<file path="config.mk">
export PLATFORM = sky130hd
export DESIGN_NAME = cdb_arbiter
export DESIGN_NICKNAME = d
export VERILOG_FILES = /design/src/rtl/cdb_arbiter_pkg.sv /design/src/rtl/cdb_arbiter_result_fifo.sv /design/src/rtl/cdb_arbiter.sv
export SDC_FILE = /design/constraint.sdc
export NUM_CORES = 1
export LEC_CHECK = 0
export CORE_ASPECT_RATIO = 1.5
export CORE_MARGIN = 2
export CORE_UTILIZATION = 33
export DETAILED_ROUTE_END_ITERATION = 7
export HOLD_SLACK_MARGIN = 0.05
export MAX_ROUTING_LAYER = met4
export SETUP_SLACK_MARGIN = 0.05
export SYNTH_ARGS = -nofsm -noshare
export SYNTH_HDL_FRONTEND = slang
export SYNTH_SLANG_ARGS = --single-unit
</file>
<file path="constraint.sdc">
create_clock -name clock -period 7.99 [get_ports clock]
set_input_delay 1.1985 -clock clock [delete_from_list [all_inputs] [get_ports clock]]
set_output_delay 1.1985 -clock clock [all_outputs]
set_load 0.01 [all_outputs]
</file>
<file path="src/rtl/cdb_arbiter_pkg.sv">
// Shared CDB definitions: tag/data widths, the idle tag and the broadcast entry layout.
// Reservation stations and the ROB import the same package.
package cdb_pkg;
    localparam int TAG_W  = 6;
    localparam int DATA_W = 32;
    localparam logic [TAG_W-1:0] INVALID_TAG = 6'b010000;

    typedef struct packed {
        logic [TAG_W-1:0]  tag;
        logic [DATA_W-1:0] data;
    } cdb_entry_t;
endpackage

</file>
<file path="src/rtl/cdb_arbiter_result_fifo.sv">
// Per-source result buffer: DEPTH entries, wrapping pointers, count one bit wider.
// The caller never pushes when full nor pops when empty.
module result_fifo #(
    parameter int DEPTH = 4,
    parameter int W     = 38
) (
    input  logic         clock,
    input  logic         reset,
    input  logic         flush,
    input  logic         push,
    input  logic         pop,
    input  logic [W-1:0] din,
    output logic         full,
    output logic         empty,
    output logic [W-1:0] head
);
    localparam int PTR_W = $clog2(DEPTH);

    logic [W-1:0]     mem [DEPTH];
    logic [PTR_W-1:0] wptr, rptr;
    logic [PTR_W:0]   count;

    always_ff @(posedge clock or posedge reset) begin
        if (reset) begin
            wptr  <= '0;
            rptr  <= '0;
            count <= '0;
        end else if (flush) begin
            wptr  <= '0;
            rptr  <= '0;
            count <= '0;
        end else begin
            if (push) wptr <= wptr + 1'b1;
            if (pop)  rptr <= rptr + 1'b1;
            count <= count + (PTR_W+1)'(push) - (PTR_W+1)'(pop);
        end
    end

    // Storage carries no reset; stale words are unreachable once count is cleared.
    always_ff @(posedge clock) begin
        if (push && !flush) mem[wptr] <= din;
    end

    assign full  = (count == (PTR_W+1)'(DEPTH));
    assign empty = (count == '0);
    assign head  = mem[rptr];
endmodule

</file>
<file path="src/rtl/cdb_arbiter.sv">
// Collects finished results from NUM_SRC units and broadcasts up to two per cycle
// on CDB0/CDB1 using a two-stage round-robin scan from rr.
module cdb_arbiter #(
    parameter int NUM_SRC = 4,
    parameter int DEPTH   = 4,
    parameter int TAG_W   = 6,
    parameter int DATA_W  = 32
) (
    input  logic                        clock,
    input  logic                        reset,
    input  logic                        flush,
    input  logic [NUM_SRC-1:0]          src_valid,
    input  logic [NUM_SRC*TAG_W-1:0]    src_tag,
    input  logic [NUM_SRC*DATA_W-1:0]   src_data,
    output logic [NUM_SRC-1:0]          src_ready,
    output logic                        cdb0_valid,
    output logic [TAG_W-1:0]            cdb0_tag,
    output logic [DATA_W-1:0]           cdb0_data,
    output logic                        cdb1_valid,
    output logic [TAG_W-1:0]            cdb1_tag,
    output logic [DATA_W-1:0]           cdb1_data
);
    import cdb_pkg::*;

    localparam int IDX_W = $clog2(NUM_SRC);
    localparam int EW    = TAG_W + DATA_W;
    localparam logic [TAG_W-1:0] IDLE_TAG = TAG_W'(INVALID_TAG);

    logic [NUM_SRC-1:0]         full, empty, push, pop;
    logic [NUM_SRC-1:0][EW-1:0] head;
    logic [IDX_W-1:0]           rr, rr_nxt, g0, g1;
    logic                       hit0, hit1;
    logic [IDX_W:0]             scan;

    function automatic logic [IDX_W-1:0] next_idx(input logic [IDX_W-1:0] g);
        return (int'(g) == NUM_SRC-1) ? '0 : g + 1'b1;
    endfunction

    // Tags at or above INVALID_TAG never enter the buffer.
    genvar i;
    generate
        for (i = 0; i < NUM_SRC; i++) begin : g_src
            assign push[i] = src_valid[i] & ~full[i] & ~flush
                           & (src_tag[i*TAG_W +: TAG_W] < IDLE_TAG);
            result_fifo #(.DEPTH(DEPTH), .W(EW)) u_fifo (
                .clock (clock),
                .reset (reset),
                .flush (flush),
                .push  (push[i]),
                .pop   (pop[i]),
                .din   ({src_tag[i*TAG_W +: TAG_W], src_data[i*DATA_W +: DATA_W]}),
                .full  (full[i]),
                .empty (empty[i]),
                .head  (head[i])
            );
        end
    endgenerate

    assign src_ready = ~full;

    // First non-empty from rr goes to CDB0, the next one along the same scan to CDB1.
    always_comb begin
        hit0 = 1'b0;
        hit1 = 1'b0;
        g0   = '0;
        g1   = '0;
        scan = '0;
        for (int k = 0; k < NUM_SRC; k++) begin
            scan = {1'b0, rr} + (IDX_W+1)'(k);
            if (int'(scan) >= NUM_SRC) scan = scan - (IDX_W+1)'(NUM_SRC);
            if (!empty[scan[IDX_W-1:0]]) begin
                if (!hit0) begin
                    hit0 = 1'b1;
                    g0   = scan[IDX_W-1:0];
                end else if (!hit1) begin
                    hit1 = 1'b1;
                    g1   = scan[IDX_W-1:0];
                end
            end
        end
    end

    always_comb begin
        pop = '0;
        if (hit0) pop[g0] = 1'b1;
        if (hit1) pop[g1] = 1'b1;
        rr_nxt = rr;
        if (hit1)      rr_nxt = next_idx(g1);
        else if (hit0) rr_nxt = next_idx(g0);
    end

    always_ff @(posedge clock or posedge reset) begin
        if (reset) begin
            rr         <= '0;
            cdb0_valid <= 1'b0;
            cdb0_tag   <= IDLE_TAG;
            cdb0_data  <= '0;
            cdb1_valid <= 1'b0;
            cdb1_tag   <= IDLE_TAG;
            cdb1_data  <= '0;
        end else if (flush) begin
            rr         <= '0;
            cdb0_valid <= 1'b0;
            cdb0_tag   <= IDLE_TAG;
            cdb0_data  <= '0;
            cdb1_valid <= 1'b0;
            cdb1_tag   <= IDLE_TAG;
            cdb1_data  <= '0;
        end else begin
            rr         <= rr_nxt;
            cdb0_valid <= hit0;
            cdb0_tag   <= hit0 ? head[g0][EW-1 -: TAG_W] : IDLE_TAG;
            cdb0_data  <= hit0 ? head[g0][DATA_W-1:0] : '0;
            cdb1_valid <= hit1;
            cdb1_tag   <= hit1 ? head[g1][EW-1 -: TAG_W] : IDLE_TAG;
            cdb1_data  <= hit1 ? head[g1][DATA_W-1:0] : '0;
        end
    end
endmodule

</file>
==> key figures, run 1 <==
Outcome
  – Status: complete, but fails checks
  – Failing checks: DRC

Yosys
  – Count leader, synth: edfxtp_1
  – Yosys cell types: 59
  – Largest family of logic cells by synthesized area: multiplexers
  – Yosys warning total: 0
  – Post-synth top area cell: edfxtp_1
  – Area fraction in compound gates after synthesis: under 10%
  – Synth Net Count: 1645
  – Synth Flop Type: edfxtp_1
  – Gate Count Post-Synth: between 1000 and 1500
  – Number of flops mapped to enable cells by yosys: 608
  – Synthesized flop and latch total: a little over 700
  – Area share of xor/xnor cells in the synthesized design: less than 1%
  – Syn Area/Cell: between 15 and 20 um^2
  – Most frequent cells after synthesis: edfxtp_1 (608), mux4_2 (189), dfrtp_1 (106), a211oi_1 (80), clkbuf_1 (64)
  – Register area share after synthesis: ~73%
  – Netlist Area Pre-Place: approximately 29000 um^2
  – Simple-gate share of the synthesized area: between 3 and 4%
  – Synth area leaders: edfxtp_1 (63%), mux4_2 (15%), dfrtp_1 (9.2%)
  – Synth top area share: 63.28%
  – Proportion of synthesized area in mux cells: 16.57%
  – Synth Area in Adders: between 1.5 and 2%
  – FFs w/ async S/R, synth: 15.08%

Global route
  – Antenna violations before repair: 13
  – Vias in the first global route: ~16000
  – Gr usage total: 18.05%
  – Largest net degree at the start of global routing: 74
  – First-pass GRT wire length: between 100000 and 150000 um
  – Overflow after GRT: 0

Layout
  – FF/Latch Area: 20990 um^2
  – Post-Layout Cell Count: a little under 3000
  – Fill count: between 7000 and 8000
  – Fin nets: approximately 1900
  – Multi-input logic area: 7427 um^2
  – Ratio of cells with drive above 1 in the final layout: 20.21%
  – Final instance area: between 30000 and 40000 um^2
  – P&R area growth vs syn: 20.40%

Critical path
  – Startpoint types: flop
  – Cells along the critical path: or4b_2 -> o21ai_0 -> a21oi_1 -> ha_1 -> o22ai_1 -> a311o_2 -> buf_4 -> inv_1 -> ha_1 -> nand2_1 -> o21ai_0 -> ha_1 -> inv_1 -> ha_1 -> inv_1 -> fa_1 -> xor2_1 -> xnor2_1 -> nor2_1
  – Most Frequent Cell on Critical Path: ha_1
  – Worst Path Arrival: roughly 6.3 ns
  – CP endpoint kind: flop
  – Max incr delay on CP: roughly 0.76 ns
  – Slowest CP cell: dfrtp_1
  – WP data required: around 8.5 ns
  – Worst-path maximum fanout: 50
  – Crit Path Class: flop to flop

Clock tree
  – Clock buffer depth: 3
  – Clock-pin slew on the worst setup and hold paths: ~0.06 ns
  – Clk_lat worst skew: between 0.6 and 0.7 ns
  – CTS HTree Levels: 3
  – Total clock buffers created by CTS: 70
  – CTS tree: built
  – Postcts setup bufs: 0
  – CTS Sinks: 716
  – Hold bufs inserted after CTS: 0
  – CTS resizes: 0
  – Clock root buffer: clkbuf_16

Floorplanning
  – Die area: 89860 um^2
  – Rows: about 130
  – Initial Utilization: about a third
  – Core footprint: between 80000 and 90000 um^2
  – Die Wd: 245.4 um
  – IO Count: approximately 240
  – DIE HEIGHT: ~370 um

Timing
  – Final Cycle Share: 72.42%
  – Hold slack: roughly 0.55 ns
  – Setup_tns: 0 ns
  – Achievable Freq: roughly 0.17 GHz
  – Final hold vios: 0
  – Worst-Margin Slew: between 1 and 1.5 ns
  – Worst Skew: just over 0.02 ns
  – Final setup viols: 0
  – Crit path time final: just under 6 ns
  – Unrepaired setup endpoints after global routing: false
  – Fin. max-slew vios: 0
  – Slew headroom: about 27%
  – Final WS setup: between 2 and 2.5 ns

Routing
  – Met3 wire length: slightly below 5000 um
  – DR vias/cell: between 5 and 6
  – Max Used Layer: met4
  – Drt first pass iters: 8
  – Met1 Wirelength: about 30000 um
  – Iter 0 DRT Violations: 1208
  – Via count: 14930
  – Routed len/inst: between 20 and 30 um
  – Antenna-violating nets left: 0
  – Final WL: between 70000 and 80000 um
  – Routed wl met2: approximately 40000 um
  – DR DRC count: 2

Power and ir drop
  – Max VDD drop: approximately 0.43 mV
  – Pwr Density: around 360 nW/um^2
  – Lkg Pwr: 11.26 nW

Place
  – Post-DP Area: approximately 32000 um^2
  – Post-Place Worst Slack: 2.292 ns
  – Dpl cells: 2751
  – Port Buffer Count: 240
  – Dpl hpwl: approximately 47000 um
  – Final GP Congestion: 0.7949

Worst hold path
  – Hold crit path type: flop to flop

Flow run
  – Max Cap Viol: 0
state kept, by name, indices dropped and copies added, names as in the netlist:
name / cells
g_src.u_fifo.wptr: 8
g_src.u_fifo.count: 12
cdb0_tag: 6
cdb1_data: 32
cdb1_valid: 1
rr: 2
cdb0_valid: 1
g_src.u_fifo.mem: 608
g_src.u_fifo.rptr: 8
cdb1_tag: 6
cdb0_data: 32
per-layer routing:
metal,GRT usage [%],vias up
met5,-,-
met4,6.678,0
met3,3.978,146
met2,30.49,556
met1,21.03,7857
li1,-,6369
area by class of cell:
cell class | instances | share of cell area [%]
sequential | 716 | 60.41
multi-input combinational | 613 | 21.38
timing repair buffer | 252 | 7.175
clock buffer | 93 | 5.525
tap | 1139 | 4.102
clock inverter | 37 | 0.9653
inverter | 31 | 0.3494
antenna | 13 | 0.09365
power breakdown:
part	leakage (nW)	internal, mW	switching (mW)	total (mW)
Combinational	3.30	2.21	2.50	4.71
Sequential	6.87	4.31	0.378	4.69
Clock	1.10	1.81	1.44	3.25
placed cells by master, fill, tap and decap left out, types with 8 or more instances in the layout:
cell             count
nor2b_1             43
clkdlybuf4s50_1    240
a21oi_1             11
nand2_1             19
o21ai_0             16
clkbuf_16           71
mux4_2             189
mux2i_1             48
and2_1              38
and2_4              16
dfrtp_1             98
ha_1                30
buf_4               12
diode_2             13
clkinv_2            12
nand3_1             14
edfxtp_1           608
nor2_1              32
a211oi_1            80
inv_1               29
clkinv_1             8
clkbuf_1            16
nor3_1              10
logic make-up (layout without fill, tap and decap cells):
family                   after synthesis  in the layout
multiplexers                         241            241
buffers and inverters                123            413
AND/OR/NAND/NOR                      193            193
AO/OA/AOI/OAI                        134            134
other                                  0             13
XOR/XNOR                               9              9
flip-flops                           716            716
adder cells (fa/ha/maj)               36             36
path summary, 6_finish.rpt:
| kind | from | endpoint | slack, ns | cells past startpoint |
|---|---|---|---|---|
| worst max-delay path | rr[1]$_DFFE_PP0P_ | g_src[3].u_fifo.count[2]$_DFF_PP0_ | 2.20 | 19 |
| worst min-delay path | g_src[3].u_fifo.wptr[0]$_DFFE_PP0P_ | g_src[3].u_fifo.wptr[0]$_DFFE_PP0P_ | 0.55 | 1 |
| worst max register to register | rr[1]$_DFFE_PP0P_ | g_src[3].u_fifo.count[2]$_DFF_PP0_ | 2.20 | 19 |
| worst min register to register | g_src[3].u_fifo.wptr[0]$_DFFE_PP0P_ | g_src[3].u_fifo.wptr[0]$_DFFE_PP0P_ | 0.55 | 1 |
| min in group asynchronous | reset | cdb0_data[28]$_DFF_PP0_ | 1.05 | 2 |
| max in group asynchronous | reset | g_src[0].u_fifo.rptr[0]$_DFFE_PP0P_ | 5.65 | 3 |
metrics by stage:
step | power [mW] | utilization, %
after CTS | 12.79 | 40.10
after global routing | 13.26 | 40.13
after floorplan | 7.935 | -
after detailed placement | 9.505 | 37.50
final | 12.65 | 40.14
after global placement | 9.397 | 37.50
worst max-delay path, delay by kind of cell (launching register included):
| family | cells | cell delay, ns |
|---|---|---|
| buffers and inverters | 4 | 0.89 |
| xor gates and xnor gates | 2 | 0.31 |
| AOI/OAI and AO/OA | 5 | 1.40 |
| adders and majority gates | 5 | 1.35 |
| and+or+nand+nor | 3 | 0.89 |
| DFF | 1 | 0.76 |
(Power assumes the default switching activity.)
==> inputs of run 2 (changes only) <==
clock period = 5 ns   (was 7.99 ns; I/O delays follow)
==> key figures, run 2 (synthesized netlist as in run 1, its figures left out) <==
Outcome
  – Status: completed

Floorplanning
  – Die Wd: 245.4 um (unchanged)
  – Die area: 89860 um^2 (unchanged)
  – IO Count: 241 (unchanged)
  – Rows: 132 (unchanged)
  – Core footprint: 86540 um^2 (unchanged)
  – Initial Utilization: 33.34% (unchanged)
  – DIE HEIGHT: 366.1 um (unchanged)

Timing
  – Unrepaired setup endpoints after global routing: false
  – Setup_tns: 0 ns (unchanged)
  – Final WS setup: 0.4080 ns (-1.796 ns)
  – Final hold vios: 0 (unchanged)
  – Worst-Margin Slew: 1.089 ns (-0.002503 ns)
  – Achievable Freq: 0.2178 GHz (+26%)
  – Final Cycle Share: 91.84% (+19 points)
  – Slew headroom: 27.38% (+0.17 points)
  – Worst Skew: 0.02552 ns (+0.005159 ns)
  – Crit path time final: 4.592 ns (-1.194 ns)
  – Final setup viols: 0 (unchanged)
  – Fin. max-slew vios: 0 (unchanged)

Clock tree
  – CTS HTree Levels: 3 (unchanged)
  – CTS Sinks: 716 (unchanged)
  – Total clock buffers created by CTS: 72 (+2.9%)
  – Clock buffer depth: 3 (unchanged)
  – Clock-pin slew on the worst setup and hold paths: 0.07 ns (about the same)
  – CTS tree: built
  – Postcts setup bufs: 0 (unchanged)
  – CTS resizes: 0 (unchanged)
  – Clock root buffer: clkbuf_16
  – Hold bufs inserted after CTS: 0 (unchanged)
  – Clk_lat worst skew: 0.65 ns (+0.02 ns)

Place
  – Post-Place Worst Slack: 0.3833 ns (-1.909 ns)
  – Dpl hpwl: 46920 um (+0.29%)
  – Dpl cells: 2756 (+0.18%)
  – Port Buffer Count: 240 (unchanged)
  – Final GP Congestion: 0.8167 (+2.7%)

Layout
  – Fill count: 7807 (+0.81%)
  – Largest regs: g_src.u_fifo.mem (608), cdb0_data (32), cdb1_data (32)
  – Post-Layout Cell Count: 2905 (+0.38%)
  – Commonest non-fill, non-tap cell in the layout: edfxtp_1
  – P&R area growth vs syn: 20.99%
  – Biggest register: g_src.u_fifo.mem
  – Fin nets: 1884 (+0.37%)
  – Commonest cells after routing, fill and taps aside: edfxtp_1 (608), clkdlybuf4s50_1 (240), mux4_2 (189)
  – Max reg flops: 608 (unchanged)
  – Ratio of cells with drive above 1 in the final layout: 20.51% (+0.31 points)

Global route
  – Antenna violations before repair: 19 (+6)
  – Vias in the first global route: 16110 (-0.27%)
  – Overflow after GRT: 0 (unchanged)
  – First-pass GRT wire length: 112100 um (about the same)
  – Gr usage total: 18.13% (+0.084 points)
  – Largest net degree at the start of global routing: 85 (+15%)

Routing
  – Via count: 14920 (-0.067%)
  – Antenna-violating nets left: 0 (unchanged)
  – Drt first pass iters: 7 (-1)
  – DR vias/cell: 5.135 (-0.45%)
  – Routed len/inst: 26.82 um (-0.39%)
  – Iter 0 DRT Violations: 1481 (+23%)
  – DR DRC count: 0 (-2)
  – Final WL: 77930 um (about the same)

Critical path
  – WP data required: 5.53 ns (-2.96 ns)
  – Crit Path Class: flop to flop
  – Cells along the critical path: or4b_2 -> o21ai_0 -> a21oi_1 -> ha_1 -> nand2_1 -> a2111o_1 -> o311ai_0 -> a211oi_2 -> and2_1 -> o21ai_0 -> ha_1 -> inv_1 -> ha_1 -> inv_1 -> fa_1 -> xor2_1 -> xnor2_1 -> nor2_1
  – CP endpoint kind: flop
  – Max incr delay on CP: 0.75 ns (about the same)
  – Most Frequent Cell on Critical Path: ha_1
  – Startpoint types: flop
  – Slowest CP cell: or4b_2
  – Worst-path maximum fanout: 8 (-84%)
  – Worst Path Arrival: 5.12 ns (-1.17 ns)

Power and ir drop
  – Max VDD drop: 0.8306 mV (+92%)
  – Pwr Density: 585.8 nW/um^2 (+61%)
  – Lkg Pwr: 11.36 nW (+0.87%)

Worst hold path
  – Hold crit path type: flop to flop

Flow run
  – Max Cap Viol: 0 (unchanged)
## run 2: final cells by class
type                    instances  area (um^2)  share of cell area, %
flip-flops and latches        716        20990                  60.12
multi-input cells             613         7432                  21.29
repair buffers                257         2530                  7.248
clock buffers                 106         2083                  5.968
well taps                    1139         1425                  4.083
clock inverters                27        290.3                 0.8316
inverters                      31        121.4                 0.3477
diodes                         16        40.04                 0.1147
## run 2: worst paths after layout
check / startpoint / end / slack, ns / cells after the start
setup / recovery: g_src[3].u_fifo.count[1]$_DFF_PP0_ / g_src[3].u_fifo.count[2]$_DFF_PP0_ / 0.41 / 18
hold / removal: g_src[3].u_fifo.wptr[0]$_DFFE_PP0P_ / g_src[3].u_fifo.wptr[0]$_DFFE_PP0P_ / 0.57 / 1
setup reg to reg: g_src[3].u_fifo.count[1]$_DFF_PP0_ / g_src[3].u_fifo.count[2]$_DFF_PP0_ / 0.41 / 18
hold reg to reg: g_src[3].u_fifo.wptr[0]$_DFFE_PP0P_ / g_src[3].u_fifo.wptr[0]$_DFFE_PP0P_ / 0.57 / 1
max in group asynchronous: reset / cdb1_data[6]$_DFF_PP0_ / 3.34 / 3
min in group asynchronous: reset / cdb1_data[28]$_DFF_PP0_ / 0.66 / 2
## run 2: layer usage
layer,share of wire (%),GRT usage (%),vias up
li1,-,-,6379
met1,39,21.08,7933
met2,53,31.04,483
met3,5.9,4.256,123
met4,2.3,5.536,0
met5,0,-,-
## run 2: where the power goes
part           leakage, nW  switching, mW  total, mW  internal [mW]
Clock                 1.17           2.32       5.45           3.13
Sequential            6.87          0.652       7.54           6.88
Combinational         3.32           3.90       7.47           3.57
Total                 11.4           6.87       20.4           13.6
## run 2: stage by stage
stage / instance area (um^2) / total power, mW / hold slack (ns) / util (%)
after floorplan: 28850 / 12.68 / 0.5033 / -
after global placement: 32490 / 15.02 / 0.5174 / 37.54
after detailed placement: 32490 / 15.20 / 0.5555 / 37.54
after CTS: 34860 / 20.71 / 0.5651 / 40.28
after global routing: 34910 / 21.50 / 0.5849 / 40.34
final: 34910 / 20.45 / 0.5668 / 40.34
## run 2: worst max-delay path, delay by kind of cell (launching register included)
kind | cells | cell delay [ns]
adders and majority gates | 4 | 1.14
xor gates and xnor gates | 2 | 0.31
and+or+nand+nor | 4 | 1.25
AOI/OAI and AO/OA | 6 | 1.21
DFF | 1 | 0.45
buffers and inverters | 2 | 0.11
